--- src/rtl/lii_out_packer.sv ---
// lii_out_packer: gathers DW-bit kernel words into PW-bit LII phy beats.
// Words fill lanes from lane 0 upward; a beat is handed to the output
// register when it is full, closes a packet, or has sat idle too long.
module lii_out_packer #(
  parameter int         PW           = 64,
  parameter int         DW           = 32,
  parameter logic [7:0] SRC_ID       = 8'h00,
  parameter logic [7:0] DST_ID       = 8'h01,
  parameter int         FLUSH_CYCLES = 16
) (
  input  logic              aclk,
  input  logic              arstn,
  input  logic [DW-1:0]     k_stream_tdata,
  input  logic              k_stream_tvalid,
  output logic              k_stream_tready,
  input  logic              k_stream_tlast,
  output logic [PW-1:0]     lii_out_p0_tdata,
  output logic              lii_out_p0_tvalid,
  input  logic              lii_out_p0_tready,
  output logic [PW/DW-1:0]  lii_out_p0_tkeep,
  output logic              lii_out_p0_tlast,
  output logic [7:0]        lii_out_p0_src,
  output logic [7:0]        lii_out_p0_dst,
  output logic              ce
);

  localparam int LANES = PW / DW;
  localparam int CW    = $clog2(LANES + 1);
  localparam int IW    = (FLUSH_CYCLES > 1) ? $clog2(FLUSH_CYCLES) : 1;
  localparam logic [CW-1:0] FULL_CNT   = CW'(LANES);
  localparam logic [IW-1:0] FLUSH_LAST = (FLUSH_CYCLES > 0) ? IW'(FLUSH_CYCLES - 1) : '0;

  // Reject widths that cannot be split into at least two whole lanes
  generate
    if ((PW % DW) != 0 || LANES < 2) begin : g_bad_params
      $error("lii_out_packer: PW must be a multiple of DW with PW/DW >= 2");
    end
  endgenerate

  logic [PW-1:0]    acc_data;
  logic [CW-1:0]    acc_cnt;
  logic             acc_last;
  logic [IW-1:0]    idle_cnt;

  logic [PW-1:0]    out_data;
  logic [LANES-1:0] out_keep;
  logic             out_last;
  logic             out_valid;

  logic             accept;
  logic             partial;
  logic             flush_fire;
  logic             pending;
  logic             move;
  logic [PW-1:0]    acc_data_nxt;
  logic [CW-1:0]    acc_cnt_nxt;
  logic             acc_last_nxt;
  logic [IW-1:0]    idle_cnt_nxt;
  logic [LANES-1:0] keep_nxt;
  logic [PW-1:0]    base_data;
  logic [CW-1:0]    base_cnt;
  logic             base_last;

  // Handshake decisions plus next accumulator/idle state; a move empties the
  // accumulator first so a word accepted alongside it lands in lane 0
  always_comb begin
    partial      = (acc_cnt != '0) && (acc_cnt != FULL_CNT) && !acc_last;
    flush_fire   = (FLUSH_CYCLES != 0) && partial && (idle_cnt == FLUSH_LAST);
    pending      = (acc_cnt == FULL_CNT) || acc_last || flush_fire;
    move         = pending && (!out_valid || lii_out_p0_tready);
    k_stream_tready = !pending || move;
    accept       = k_stream_tvalid && k_stream_tready;

    base_data    = move ? '0 : acc_data;
    base_cnt     = move ? '0 : acc_cnt;
    base_last    = move ? 1'b0 : acc_last;

    acc_data_nxt = base_data;
    for (int i = 0; i < LANES; i++) begin
      if (accept && (base_cnt == CW'(i))) begin
        acc_data_nxt[i*DW +: DW] = k_stream_tdata;
      end
    end
    acc_cnt_nxt  = base_cnt + CW'(accept);
    acc_last_nxt = base_last | (accept & k_stream_tlast);

    keep_nxt = '0;
    for (int i = 0; i < LANES; i++) begin
      keep_nxt[i] = (CW'(i) < acc_cnt);
    end

    idle_cnt_nxt = idle_cnt;
    if (FLUSH_CYCLES == 0 || accept || move) begin
      idle_cnt_nxt = '0;
    end else if (partial && !flush_fire) begin
      idle_cnt_nxt = idle_cnt + 1'b1;
    end
  end

  // Accumulator and idle counter registers
  always_ff @(posedge aclk or negedge arstn) begin
    if (!arstn) begin
      acc_data <= '0;
      acc_cnt  <= '0;
      acc_last <= 1'b0;
      idle_cnt <= '0;
    end else begin
      acc_data <= acc_data_nxt;
      acc_cnt  <= acc_cnt_nxt;
      acc_last <= acc_last_nxt;
      idle_cnt <= idle_cnt_nxt;
    end
  end

  // Output beat register: loads on move, otherwise holds until the phy takes it
  always_ff @(posedge aclk or negedge arstn) begin
    if (!arstn) begin
      out_data  <= '0;
      out_keep  <= '0;
      out_last  <= 1'b0;
      out_valid <= 1'b0;
    end else if (move) begin
      out_data  <= acc_data;
      out_keep  <= keep_nxt;
      out_last  <= acc_last;
      out_valid <= 1'b1;
    end else if (lii_out_p0_tready) begin
      out_valid <= 1'b0;
    end
  end

  assign lii_out_p0_tdata  = out_data;
  assign lii_out_p0_tkeep  = out_keep;
  assign lii_out_p0_tlast  = out_last;
  assign lii_out_p0_tvalid = out_valid;
  assign lii_out_p0_src    = SRC_ID;
  assign lii_out_p0_dst    = DST_ID;
  assign ce                = k_stream_tready;

endmodule
--- config.mk ---
export PLATFORM = sky130hd
export DESIGN_NAME = lii_out_packer
export DESIGN_NICKNAME = d
export VERILOG_FILES = /design/src/rtl/lii_out_packer.sv
export SDC_FILE = /design/constraint.sdc
export NUM_CORES = 1
export LEC_CHECK = 0
export CAP_MARGIN = 20
export CORE_MARGIN = 2
export CORE_UTILIZATION = 25
export DETAILED_ROUTE_END_ITERATION = 16
export PLACE_DENSITY = 0.52
export SYNTH_ARGS = -nofsm -noshare
export SYNTH_HDL_FRONTEND = slang
export SYNTH_SLANG_ARGS = --single-unit
--- constraint.sdc ---
create_clock -name aclk -period 2.18 [get_ports aclk]
set_input_delay 0.436 -clock aclk [delete_from_list [all_inputs] [get_ports aclk]]
set_output_delay 0.436 -clock aclk [all_outputs]
set_load 0.1 [all_outputs]
==> metrics.sh <==
ANTENNA_VIOLATIONS_BEFORE_REPAIR=0
SYNTH_SEQ_AREA_SHARE=0.600
DIE_WIDTH_UM=156
CLK-INSERTION-DELAY-LATE_NS=0.41
SLEW_VIOLATIONS=0
CP_SLOWEST_STAGE_DELAY_NS=0.41
FINAL_PERIOD_MINUS_WORST_SETUP_SLACK_NS=2.13
GR-USAGE-ALL-LAYERS=0.116
DIE_OUTLINE_AREA_SQ_UM=24400
HOLDCRITPATHCLASS='reg2reg'
NUMBER_OF_GLOBAL_ROUTE_VIAS_BEFORE_REPAIR=3842
TIMING.FMAX_MHz=470
CTS_NUM_SINKS=139
NUMBER_OF_BUFFERS_BETWEEN_CLOCK_ROOT_AND_THE_DEEPEST_SINK=2
ROUTEDWLPERCELL_UM=16.2
DIODES_INSERTED=0
DP.FINAL_HPWL_UM=9080
YOSYSWARNINGCOUNT=0
SYN_AREA_PER_CELL_SQ_UM=13.5
CRITICAL_PATH.MAX_FANOUT=4
SLOWEST_STAGE='dfrtp_1'
SYNTHESIZED_INSTANCE_COUNT=428
SYNTHFLOPTYPE='dfrtp_1'
YOSYS_REGISTER_BITS=139
POST_DRT_VIA_CELL_RATIO=4.39
FIRST_PASS_GRT_WIRE_LENGTH_UM=21600
POST_SYNTH_NUM_CELL_TYPES=36
TIMING.SETUP.CRITICAL_PATH_CLASS='reg2out'
IO_PINS=123
DIE_HEIGHT_UM=156
CRITPATHCAPTURETYPE='primary output'
SKEW_NS=0.00802
SYNTH_EDF_COUNT=0
FINAL_NET_COUNT=584
GRT_SETUP_UNREPAIRED='true'
REGISTER_AREA_SQ_UM=3480
PATH_CELLS='ha_4 > and4_4 > nor3_4 > nand2b_4 > buf_12'
FILLER_CELL_COUNT=2242
PATH_CLK_SLEW_NS=0.06
FINAL_LAYOUT_SIZE_SUFFIX_GT1_FRAC=0.356
ASYNCSETRESETFLOPFRACSYNTH=1.00
INITIAL_CELL_DENSITY_OF_THE_CORE=0.255
CRIT_ARRIVAL_NS=1.69
INSTANCES_NO_FILL=844
IO_BUFFERS=106
CTSROOTBUFFERMASTER='clkbuf_16'
CTS_INSERTED_BUFFERS=17
SETUP_VIOL=0
PLACEABLE_CORE_REGION_SQ_UM=22700
OVERFLOW=0
ROUTABILITYCONGESTION=0.704
TRITONCTS='done'
DRT-INITIAL-DRC-COUNT=206
POSTROUTEANTENNANETS=0
ROUTE.VIAS.TOTAL=3704
DRT-PASS1-ITER-COUNT=4
MAXCAPVIOLCOUNT=0
FINALINSTANCEAREA_SQ_UM=7660
CTSHTREEMAXLEVEL=4
FINALHOLDVIOLATIONS=0
NETLIST_AREA_SQ_UM=5790
TNS_NS=0
MULTIINPUTGATEAREA_SQ_UM=2010
PLACE.DETAILED.INSTANCES=807
ROWS=55
WL_UM=13600
DRT_DRC_VIOLATIONS_LEFT=0
DATA_REQUIRED_TIME_OF_THE_WORST_PATH_NS=1.74
STATUS='finished clean'
LAYOUT_WORST_PATH_CYCLE_SHARE=0.977
SYN_TO_FINAL_GROWTH_PCT=32.2
POST_DP_CELL_AREA_SQ_UM=7010
PIN_COUNT_OF_THE_BIGGEST_NET_ENTERING_GLOBAL_ROUTING=53
WORSTSETUPSTARTPOINTTYPE='flip-flop'
[critical path: cells and delay by family (launching register included)]
family / cells / cell delay, ns
and+or+nand+nor: 3 / 0.51
DFF: 1 / 0.41
adders and majority gates: 1 / 0.18
buffers and inverters: 1 / 0.18
[flip-flops by register name, summed over array words and instances (netlist names)]
| name | count |
|---|---|
| acc_cnt | 2 |
| acc_data | 64 |
| acc_last | 1 |
| idle_cnt | 4 |
| lii_out_p0_tdata | 64 |
| lii_out_p0_tkeep | 2 |
| lii_out_p0_tlast | 1 |
| lii_out_p0_tvalid | 1 |
[final cells by class]
type,instances,share of cell area
inverter,2,0.000980
clock inverter,10,0.0152
multi-input combinational,256,0.263
clock buffer,22,0.0606
timing repair buffer,130,0.159
sequential,139,0.454
tap,285,0.0466
[cell families after synthesis]
group	Yosys count	share of synthesized area
buffers and inverters	47	0.0672
xor gates and xnor gates	1	0.00151
AOI/OAI and AO/OA	49	0.0693
other	2	0.00130
DFF	139	0.600
adders and majority gates	1	0.00216
and+or+nand+nor	124	0.0976
muxes	65	0.161
[cell usage in the layout (no fill, tap or decap), types with 2 or more instances in the layout]
| cell type | instances |
|---|---|
| buf_4 | 81 |
| nand2_1 | 71 |
| clkbuf_16 | 17 |
| clkbuf_1 | 3 |
| clkdlybuf4s50_1 | 35 |
| a21oi_1 | 4 |
| dfrtp_1 | 139 |
| clkinvlp_4 | 2 |
| a22o_1 | 32 |
| o21ai_0 | 5 |
| a22oi_1 | 2 |
| mux2_4 | 53 |
| mux2_2 | 12 |
| buf_12 | 12 |
| conb_1 | 16 |
| clkbuf_8 | 2 |
| nand3_1 | 35 |
| bufinv_16 | 2 |
| o31ai_1 | 2 |
| clkinv_2 | 3 |
| inv_1 | 2 |
| clkinv_4 | 2 |
| nor2_1 | 3 |
| nand4_1 | 2 |
| nor3_1 | 2 |
[Yosys cell counts, types with 2 or more instances]
| library cell | instances | share of area |
|---|---|---|
| nand3_1 | 35 | 0.030 |
| nand2b_1 | 2 | 0.0022 |
| buf_4 | 20 | 0.026 |
| conb_1 | 2 | 0.0013 |
| a21oi_1 | 4 | 0.0035 |
| nand4_1 | 2 | 0.0022 |
| nand2_1 | 71 | 0.046 |
| dfrtp_1 | 139 | 0.60 |
| nor3_1 | 3 | 0.0026 |
| inv_1 | 2 | 0.0013 |
| a22o_1 | 32 | 0.048 |
| buf_6 | 6 | 0.012 |
| a22oi_1 | 2 | 0.0026 |
| o31ai_1 | 2 | 0.0026 |
| buf_2 | 8 | 0.0069 |
| clkbuf_1 | 5 | 0.0032 |
| mux2_4 | 53 | 0.14 |
| nor2_1 | 3 | 0.0019 |
| buf_12 | 5 | 0.017 |
| mux2_2 | 12 | 0.023 |
| o21ai_0 | 5 | 0.0043 |
[worst paths after layout]
path / cells past startpoint / startpoint / slack [ns] / end
worst max-delay path: 5 / idle_cnt[0]$_DFFE_PN0P_ / 0.05 / k_stream_tready
worst min-delay path: 2 / lii_out_p0_tlast$_DFFE_PN0P_ / 0.50 / lii_out_p0_tlast$_DFFE_PN0P_
worst max register to register: 6 / idle_cnt[0]$_DFFE_PN0P_ / 0.09 / lii_out_p0_tdata[46]$_DFFE_PN0P_
worst min register to register: 2 / lii_out_p0_tlast$_DFFE_PN0P_ / 0.50 / lii_out_p0_tlast$_DFFE_PN0P_
max in group asynchronous: 3 / arstn / 1.02 / acc_data[49]$_DFFE_PN0P_
min in group asynchronous: 2 / arstn / 0.53 / lii_out_p0_tdata[9]$_DFFE_PN0P_
[per-layer routing]
metal,GRT usage,wire length [um],up-vias
li1,-,-,1693
met5,0,0,-
met2,0.185,6690,93
met3,0.0310,556,8
met4,0.0415,133,0
met1,0.153,6270,1910
[through the flow]
stage / utilization / hold WS (ns) / setup WS, ns
after floorplan: - / 0.140 / 0.000249
after global placement: 0.309 / 0.399 / 0.116
after detailed placement: 0.309 / 0.408 / 0.0690
after CTS: 0.337 / 0.504 / 0.0132
after global routing: 0.337 / 0.514 / -0.0392
final: 0.337 / 0.499 / 0.0507
[repair_timing]
item                                    4_1_cts  5_1_grt
endpoints found under the setup margin        2        2
setup buffers                                 3        1
gates cloned                                  0        0
hold buffers                                  1        0
endpoints found under the hold margin        44        0
pin swaps                                     2        0
gates resized for setup                       4        0
Power is left out: the tool's default activity adds up to more than one toggle a clock period on the data nets, which glitch-free logic cannot reach.
